**config.mk**
```make
export PLATFORM = sky130hd
export DESIGN_NAME = alu_z_unit
export DESIGN_NICKNAME = d
export VERILOG_FILES = /design/src/rtl/alu_z_unit_pkg.sv /design/src/rtl/alu_z_unit_seq_divider.sv /design/src/rtl/alu_z_unit.sv
export SDC_FILE = /design/constraint.sdc
export NUM_CORES = 2
export LEC_CHECK = 0
export ABC_AREA = 1
export BUFFER_PORTS_ARGS = -buffer_cell sky130_fd_sc_hd__buf_2
export CORE_ASPECT_RATIO = 1.4
export CORE_MARGIN = 2
export CORE_UTILIZATION = 60
export CTS_CLUSTER_DIAMETER = 60
export CTS_CLUSTER_SIZE = 40
export DETAILED_ROUTE_END_ITERATION = 8
export PLACE_DENSITY_LB_ADDON = 0.05
export SYNTH_ARGS = -nofsm -noshare
export SYNTH_HDL_FRONTEND = slang
export SYNTH_SLANG_ARGS = --single-unit
```
**constraint.sdc**
```tcl
create_clock -name clock -period 11.6 [get_ports clock]
set_clock_uncertainty 0.1 [all_clocks]
set_input_delay 1.74 -clock clock [delete_from_list [all_inputs] [get_ports clock]]
set_output_delay 1.74 -clock clock [all_outputs]
set_load 0.1 [all_outputs]
```
**src/rtl/alu_z_unit_pkg.sv**
```systemverilog
// alu_z_unit_pkg: operation encodings and control states shared by the ALU/Z stage
package alu_z_unit_pkg;

    typedef enum logic [4:0] {
        OP_ADD  = 5'd3,
        OP_SUB  = 5'd4,
        OP_AND  = 5'd5,
        OP_OR   = 5'd6,
        OP_SHR  = 5'd7,
        OP_SHRA = 5'd8,
        OP_SHL  = 5'd9,
        OP_ROR  = 5'd10,
        OP_ROL  = 5'd11,
        OP_MUL  = 5'd15,
        OP_DIV  = 5'd16,
        OP_NEG  = 5'd17,
        OP_NOT  = 5'd18
    } alu_op_e;

    typedef enum logic [1:0] {IDLE, MUL_ITER, DIV_ITER, DIV_FIX} state_e;

endpackage

```
**src/rtl/alu_z_unit_seq_divider.sv**
```systemverilog
// seq_divider: restoring unsigned divider, one quotient bit per cycle, done pulses after W steps
module seq_divider #(
    parameter int W = 32
) (
    input  logic         clock,
    input  logic         clear,
    input  logic         start,
    input  logic [W-1:0] dividend,
    input  logic [W-1:0] divisor,
    output logic [W-1:0] quotient,
    output logic [W-1:0] remainder,
    output logic         done
);
    localparam int CW = $clog2(W);

    logic [W-1:0]  dvs;
    logic [CW-1:0] cnt;
    logic          run;
    logic [W:0]    sh;
    logic [W:0]    trial;
    logic          neg;

    // shift next dividend bit into the partial remainder and try subtracting the divisor
    always_comb begin
        sh    = {remainder, quotient[W-1]};
        trial = sh - {1'b0, dvs};
        neg   = sh < {1'b0, dvs};
    end

    // iteration state; the quotient register doubles as the dividend shifter
    always_ff @(posedge clock or posedge clear) begin
        if (clear) begin
            quotient  <= '0;
            remainder <= '0;
            dvs       <= '0;
            cnt       <= '0;
            run       <= 1'b0;
            done      <= 1'b0;
        end else if (start) begin
            quotient  <= dividend;
            remainder <= '0;
            dvs       <= divisor;
            cnt       <= '0;
            run       <= 1'b1;
            done      <= 1'b0;
        end else if (run) begin
            remainder <= neg ? W'(sh) : W'(trial);
            quotient  <= {quotient[W-2:0], ~neg};
            cnt       <= cnt + 1'b1;
            run       <= cnt != CW'(W - 1);
            done      <= cnt == CW'(W - 1);
        end else begin
            done      <= 1'b0;
        end
    end

endmodule

```
**src/rtl/alu_z_unit.sv**
```systemverilog
// alu_z_unit: Y operand latch, ALU with iterative Booth multiply and signed divide, Z result register
module alu_z_unit
    import alu_z_unit_pkg::*;
#(
    parameter int DATA_W = 32,
    parameter int ITER   = DATA_W
) (
    input  logic              clock,
    input  logic              clear,
    input  logic [DATA_W-1:0] BusMuxOut,
    input  logic              Yin,
    input  logic              start,
    input  logic [4:0]        alu_op,
    output logic              busy,
    output logic              done,
    output logic              div_zero,
    output logic [DATA_W-1:0] ZHi_Data_Out,
    output logic [DATA_W-1:0] ZLo_Data_Out
);
    localparam int CW = $clog2(ITER + 1);
    localparam int SW = $clog2(DATA_W);

    state_e              state, state_nx;
    logic [DATA_W-1:0]   y, m_reg, alu_lo, a_mag, b_mag, quo, rem, quo_fix, rem_fix;
    logic [2*DATA_W-1:0] z, z_nx;
    logic [2*DATA_W+1:0] p, p_step;
    logic [DATA_W:0]     acc, acc_nx, m_ext;
    logic [CW-1:0]       cnt;
    logic [SW-1:0]       sh;
    logic                a_neg, b_neg, accept, div_go, div_done, mul_last, alu_ok, done_nx;

    assign accept       = start && state == IDLE;
    assign div_go       = accept && alu_op == OP_DIV && |BusMuxOut;
    assign mul_last     = cnt == CW'(ITER);
    assign sh           = BusMuxOut[SW-1:0];
    assign a_mag        = y[DATA_W-1] ? -y : y;
    assign b_mag        = BusMuxOut[DATA_W-1] ? -BusMuxOut : BusMuxOut;
    assign quo_fix      = (a_neg ^ b_neg) ? -quo : quo;
    assign rem_fix      = a_neg ? -rem : rem;
    assign ZHi_Data_Out = z[2*DATA_W-1:DATA_W];
    assign ZLo_Data_Out = z[DATA_W-1:0];

    seq_divider #(.W(DATA_W)) u_div (
        .clock     (clock),
        .clear     (clear),
        .start     (div_go),
        .dividend  (a_mag),
        .divisor   (b_mag),
        .quotient  (quo),
        .remainder (rem),
        .done      (div_done)
    );

    // single-cycle results from the live Y and bus; alu_ok marks ops that finish at the start edge
    always_comb begin
        alu_ok = 1'b1;
        alu_lo = '0;
        case (alu_op)
            OP_ADD:  alu_lo = y + BusMuxOut;
            OP_SUB:  alu_lo = y - BusMuxOut;
            OP_AND:  alu_lo = y & BusMuxOut;
            OP_OR:   alu_lo = y | BusMuxOut;
            OP_SHR:  alu_lo = y >> sh;
            OP_SHRA: alu_lo = $signed(y) >>> sh;
            OP_SHL:  alu_lo = y << sh;
            OP_ROR:  alu_lo = DATA_W'({y, y} >> sh);
            OP_ROL:  alu_lo = DATA_W'(({y, y} << sh) >> DATA_W);
            OP_NEG:  alu_lo = -BusMuxOut;
            OP_NOT:  alu_lo = ~BusMuxOut;
            default: alu_ok = 1'b0;
        endcase
    end

    // one radix-2 Booth step on {acc, multiplier, q-1}; acc carries a guard bit so -2^31 operands cannot overflow
    always_comb begin
        acc    = p[2*DATA_W+1:DATA_W+1];
        m_ext  = {m_reg[DATA_W-1], m_reg};
        acc_nx = p[1:0] == 2'b01 ? acc + m_ext : p[1:0] == 2'b10 ? acc - m_ext : acc;
        p_step = {acc_nx[DATA_W], acc_nx, p[DATA_W:1]};
    end

    // FSM state register
    always_ff @(posedge clock or posedge clear) begin
        if (clear) state <= IDLE;
        else       state <= state_nx;
    end

    // FSM next state; a start outside IDLE is simply dropped
    always_comb begin
        state_nx = state;
        case (state)
            IDLE:     state_nx = accept && alu_op == OP_MUL ? MUL_ITER : div_go ? DIV_ITER : IDLE;
            MUL_ITER: state_nx = mul_last ? IDLE : MUL_ITER;
            DIV_ITER: state_nx = div_done ? DIV_FIX : DIV_ITER;
            default:  state_nx = IDLE;
        endcase
    end

    // FSM outputs: Z write mux and the done pulse request
    always_comb begin
        z_nx    = z;
        done_nx = 1'b0;
        busy    = state != IDLE;
        case (state)
            IDLE: begin
                done_nx = accept && alu_op != OP_MUL && !div_go;
                z_nx    = accept && alu_ok ? {{DATA_W{1'b0}}, alu_lo} :
                          accept && alu_op == OP_DIV && !div_go ? {y, {DATA_W{1'b1}}} : z;
            end
            MUL_ITER: begin
                done_nx = mul_last;
                z_nx    = mul_last ? p[2*DATA_W:1] : z;
            end
            DIV_FIX: begin
                done_nx = 1'b1;
                z_nx    = {rem_fix, quo_fix};
            end
            default: ;
        endcase
    end

    // datapath registers: Y, Z, flags, captured operands and Booth iteration state
    always_ff @(posedge clock or posedge clear) begin
        if (clear) begin
            y        <= '0;
            z        <= '0;
            done     <= 1'b0;
            div_zero <= 1'b0;
            m_reg    <= '0;
            a_neg    <= 1'b0;
            b_neg    <= 1'b0;
            p        <= '0;
            cnt      <= '0;
        end else begin
            if (Yin) y <= BusMuxOut;
            z    <= z_nx;
            done <= done_nx;
            if (accept) begin
                m_reg    <= y;
                a_neg    <= y[DATA_W-1];
                b_neg    <= BusMuxOut[DATA_W-1];
                div_zero <= alu_op == OP_DIV && !(|BusMuxOut);
                p        <= {{(DATA_W+1){1'b0}}, BusMuxOut, 1'b0};
                cnt      <= '0;
            end else if (state == MUL_ITER && !mul_last) begin
                p   <= p_step;
                cnt <= cnt + 1'b1;
            end
        end
    end

endmodule

```
==> flow_metrics.py, run 1 <==
metrics = {
    "global_route": {
        "grt_start_max_net_pins": 172,
        "grt_first_pass_wirelength_um": 262000,
        "grt_pass1_vias": 39900,
        "globalRouteOverflowTotal": 2,
        "gr-usage-all-layers_pct": 64.9,
    },
    "logic_synthesis": {
        "synthesis.instances": 5341,
        "dominantRegCellSynth": "dfrtp_1",
        "postSynthAreaPerCell_um2": 5.99,
        "netlist_top_cells_area": "dfrtp_1 24%, nand2_1 17%, nand3_1 11%",
        "synth_fp_nets": 5527,
        "synth.yosys.warnings": 0,
        "yosysSeqAreaShare_pct": 24.0,
        "synth-adder-area-share_pct": 5.76,
        "synth_largest_area_cell": "dfrtp_1",
        "ys_async_sr_fraction_pct": 100,
        "synth_top_family_by_area": "simple AND/OR/NAND/NOR gates",
        "post_synth_mux_area_share_pct": 0,
        "mappedNetlistArea_um2": 32000,
        "synth-edff-count": 0,
        "synth-compound-area-share_pct": 19.6,
        "post_synth_num_cell_types": 59,
        "post_synth_xor_area_fraction_pct": 2.44,
        "synth_top_area_share_pct": 24.0,
        "ys_seq_elements": 307,
        "simple_logic_cell_fraction_of_the_synthesized_area_pct": 38.5,
    },
    "cts": {
        "cts_made_buffers": 22,
        "ctsResizeCount": 0,
        "cts_post_setup_buffers_inserted": 0,
        "cts_hold_buffers": 0,
        "tritoncts_num_sinks": 307,
        "h-tree-depth": 1,
        "cts_buffer_depth": 3,
        "cell_at_the_root_of_the_clock_tree": "clkbuf_16",
    },
    "placed_design": {
        "routabilityCongestion": 1.21,
        "port_buffers": 107,
        "post_dp_cell_area_um2": 32800,
        "hpwl_um": 125000,
    },
    "run_status": {
        "outcome": "did not finish",
        "lastStage": "global routing (5_1_grt)",
        "error_message": "[ERROR GRT-0116] Global routing finished with congestion. Check the congestion regions in the DRC Viewer.",
    },
    "die": {
        "dieWidth_um": 199,
        "initial_utilization_pct": 60.5,
        "die-height_um": 277,
        "num_io_pins": 108,
        "std_cell_rows": 100,
    },
}
-- metal layers --
layer,GRT usage [%],GRT overflow
met5,7.50,0
met4,66.2,2
met3,40.1,0
met2,85.3,0
met1,67.3,0
-- metrics by stage --
| stage | cells | setup slack [ns] | utilization, % | hold slack [ns] |
|---|---|---|---|---|
| 3_5_place_dp | 5945 | 4.86 | 61.9 | 0.362 |
| 2_1_floorplan | 5341 | 1.27 | - | 0.352 |
| 4_1_cts | 5985 | 5.47 | 63.7 | 0.385 |
| 3_3_place_gp | 5945 | 4.94 | 61.9 | 0.360 |
-- cell families after synthesis --
group | Yosys count
AND/OR/NAND/NOR | 2883
AO/OA/AOI/OAI | 1120
buffers and inverters | 797
flip-flops | 307
adder cells (fa/ha/maj) | 145
XOR/XNOR | 89
-- synth_stat cells, types with 6 or more instances --
cell type,number
nand2_1,1436
nand3_1,708
nor2_1,503
inv_1,488
o21ai_0,484
a21oi_1,371
dfrtp_1,307
clkbuf_1,165
ha_1,141
nor3_1,77
xor2_1,77
nand4_1,67
buf_2,63
o211ai_1,62
buf_1,42
a31oi_1,39
o22ai_1,32
o221ai_1,21
inv_2,20
o21ai_1,17
nor4_1,15
o21bai_1,14
a32oi_1,13
nand3b_1,13
xnor2_1,12
and2_1,11
nor2_2,10
a21o_1,9
buf_4,9
o21a_1,9
or2_2,9
a211oi_1,7
a41oi_1,7
and3_1,7
clkinv_1,7
nand3_2,7
nand2_2,6
o221ai_2,6
==> run 2, diff against run 1 <==
--- a/config.mk
+++ b/config.mk
@@ -7,13 +7,10 @@
 export LEC_CHECK = 0
 export ABC_AREA = 1
 export BUFFER_PORTS_ARGS = -buffer_cell sky130_fd_sc_hd__buf_2
-export CORE_ASPECT_RATIO = 1.4
 export CORE_MARGIN = 2
-export CORE_UTILIZATION = 60
-export CTS_CLUSTER_DIAMETER = 60
-export CTS_CLUSTER_SIZE = 40
+export CORE_UTILIZATION = 40
 export DETAILED_ROUTE_END_ITERATION = 8
-export PLACE_DENSITY_LB_ADDON = 0.05
+export PLACE_DENSITY_LB_ADDON = 0.15
 export SYNTH_ARGS = -nofsm -noshare
 export SYNTH_HDL_FRONTEND = slang
 export SYNTH_SLANG_ARGS = --single-unit
==> run 2 against run 1 <==
  * Area after synthesis is the same
  * The run now ends clean
  * Synthesized cell count stayed put
==> flow_metrics.py, run 2 <==
metrics = {
    "run_status": {
        "outcome": "finished, final reports clean",
    },
    "routing": {
        "drt_iter0_drc": 5029,
        "firstDrtPassIters": 7,
        "num_vias": 38800,
        "detail_route.drc_violations": 0,
        "detail_route.vias_per_cell": 6.11,
        "finalWirelength_um": 169000,
        "antenna_left": 0,
        "wl_per_cell_um": 26.7,
    },
    "logic_synthesis": {
        "ys_seq_elements": 307,
        "post_synth_xor_area_fraction_pct": 2.44,
        "post_synth_num_cell_types": 59,
        "synth_largest_area_cell": "dfrtp_1",
        "synth-adder-area-share_pct": 5.76,
        "synth_top_family_by_area": "simple AND/OR/NAND/NOR gates",
        "synth.yosys.warnings": 0,
        "synth.top_cells.by_count": "1436 x nand2_1, 708 x nand3_1, 503 x nor2_1",
        "synthesis.instances": 5341,
        "yosysMostFrequentCell": "nand2_1",
        "simple_logic_cell_fraction_of_the_synthesized_area_pct": 38.5,
        "netlist_top_cells_area": "dfrtp_1 24%, nand2_1 17%, nand3_1 11%",
        "ys_async_sr_fraction_pct": 100,
        "synth_fp_nets": 5527,
        "mappedNetlistArea_um2": 32000,
        "synth_top_area_share_pct": 24.0,
        "dominantRegCellSynth": "dfrtp_1",
        "postSynthAreaPerCell_um2": 5.99,
        "synth-compound-area-share_pct": 19.6,
        "synth-edff-count": 0,
        "yosysSeqAreaShare_pct": 24.0,
        "post_synth_mux_area_share_pct": 0,
    },
    "worst_setup_path": {
        "critPathCapture": "z[25]",
        "worstPathRequired_ns": 11.91,
        "crit-reg2reg-launch": "state[1]",
        "arrival_worst_endpoint_ns": 7.21,
        "crit_path_end_kind": "flip-flop",
        "destination_of_the_worst_register_to_register_timing_path": "u_div.cnt[4]",
        "critPathLaunch": "BusMuxOut[1]",
        "critPathLaunchType": "input pin",
        "r2r_slack_ns": 7.38,
        "worstPathMaxFanout": 71,
        "worst_reg_to_reg_path_cell_count": 9,
        "critPathKind": "input pin to flip-flop",
    },
    "layout": {
        "mostFrequentLayoutCells": "1434 x nand2_1, 707 x nand3_1, 501 x nor2_1",
        "utilization_pct": 43.4,
        "layout.cells.most_common": "nand2_1",
        "layout-drive-gt1-share_pct": 5.82,
        "largest_register": "p",
        "layout_top_registers": "p: 65 flops, z: 64 flops",
        "largest_register_ffs": 65,
        "finalNetCount": 5451,
        "syn_to_final_growth_pct": 7.38,
    },
    "cts": {
        "clk_pin_slew_worst_paths_ns": 0.06,
        "cts_buffer_depth": 3,
        "cts_made_buffers": 38,
        "cell_at_the_root_of_the_clock_tree": "clkbuf_16",
        "cts_hold_buffers": 0,
        "clk_latency_ns": 0.58,
        "tritoncts_num_sinks": 307,
        "tritoncts": "done",
        "h-tree-depth": 2,
        "cts_post_setup_buffers_inserted": 0,
        "ctsResizeCount": 0,
    },
    "global_route": {
        "gr-usage-all-layers_pct": 40.1,
        "globalRouteOverflowTotal": 0,
        "antenna_found_initial": 11,
        "grt_start_max_net_pins": 129,
        "grt_pass1_vias": 35700,
        "grt_first_pass_wirelength_um": 243000,
    },
    "placed_design": {
        "routabilityCongestion": 1.09,
        "port_buffers": 107,
        "pre_cts_ws_ns": 4.43,
        "hpwl_um": 128000,
    },
    "die": {
        "std_cell_rows": 103,
        "die-height_um": 287,
        "dieWidth_um": 287,
        "die_area_um2": 82300,
        "initial_utilization_pct": 40.4,
        "num_io_pins": 108,
        "coreArea_um2": 79100,
    },
    "hold_path": {
        "hold_path.class": "flip-flop to flip-flop",
        "min_path_cells": 2,
    },
    "sta": {
        "number_of_failing_hold_endpoints_at_the_final_stage": 0,
        "period_minus_slack_ns": 6.90,
        "max_slew_violation_total_from_the_final_report": 0,
        "maxSlewHeadroom_pct": 16.1,
        "tightestPinTransition_ns": 1.26,
        "final.setup.tns_ns": 0,
        "maxClockFrequency_mhz": 145,
        "grt_setup_unrepaired": "false",
        "final-setup-viol-count": 0,
        "period_share_pct": 59.5,
        "final_critical_path_setup_slack_ns": 4.70,
    },
    "pwr": {
        "irDropWorstVdd_v": 0.000208,
        "total_leakage_power_nw": 16.6,
        "power_per_cell_area_nw_per_um2": 279,
    },
    "flow_run": {
        "cap_violations": 0,
    },
}
==> run 2: cell counts after synthesis <==
Identical to the previous run, type by type.
==> run 2: critical path, stage by stage <==
cell and delay, ns:
buf_2 0.09, buf_4 0.34, inv_2 0.68, ha_1 0.31
nand2_1 0.09, nor2_2 0.27, nand2_1 0.18, nor2_4 0.20
nand2_1 0.09, xor2_1 0.50, nand2_1 0.09, o21ai_0 0.13
ha_1 0.34, a21oi_1 0.20, o21ai_0 0.18, a21oi_1 0.29
nand4_1 0.13, nand3_1 0.14, nand3b_1 0.11, o21ai_0 0.92
a21oi_1 0.13
==> run 2: metal layers <==
metal,share of wire [%],vias up,global-route usage [%]
li1,-,17800,-
met1,39,18100,50.9
met2,42,2297,59.1
met3,9.7,614,7.71
met4,9.7,12,32.7
met5,0.048,-,0
==> run 2: worst min path at each step <==
stage,slack [ns],from,end
3_5_place_dp,0.37,z[6],z[6]
6_report,0.38,z[32],z[32]
5_1_grt,0.41,z[41],z[41]
3_3_place_gp,0.37,z[32],z[32]
2_1_floorplan,0.35,u_div.done,state[0]
4_1_cts,0.38,z[6],z[6]
==> run 2: cell families (layout without fill, tap and decap cells) <==
| logic type | after synthesis | after routing |
|---|---|---|
| buffers and inverters | 797 | 746 |
| AO/OA/AOI/OAI | 1120 | 1120 |
| AND/OR/NAND/NOR | 2883 | 2883 |
| other | 0 | 4 |
| XOR/XNOR | 89 | 89 |
| adder cells (fa/ha/maj) | 145 | 145 |
| flip-flops | 307 | 307 |
==> run 2: power by group <==
group / internal, mW / switching, mW
clock network: 0.677 / 0.530
registers: 1.53 / 0.612
logic: 1.65 / 4.58
total: 3.86 / 5.72
==> run 2: layout make-up <==
class                           instances  area (µm²)
Clock buffer                           48        1070
Clock inverter                         17         133
Tap cell                             1050        1310
Inverter                              516        1950
Multi-Input combinational cell       4237       21200
Sequential cell                       307        7680
Timing Repair Buffer                  165         983
Antenna cell                            4        10.0
Fill cell                            8701       44800
==> run 2: per-stage QoR <==
stage | hold WS (ns) | power [mW] | instance area [µm²] | cells
2_1_floorplan | 0.352 | 6.39 | 32000 | 5341
3_3_place_gp | 0.370 | 8.18 | 33100 | 6275
3_5_place_dp | 0.369 | 8.21 | 33100 | 6275
4_1_cts | 0.384 | 9.43 | 34300 | 6340
5_1_grt | 0.405 | 10.2 | 34300 | 6340
6_report | 0.382 | 9.58 | 34400 | 6344
(Power assumes the default switching activity.)
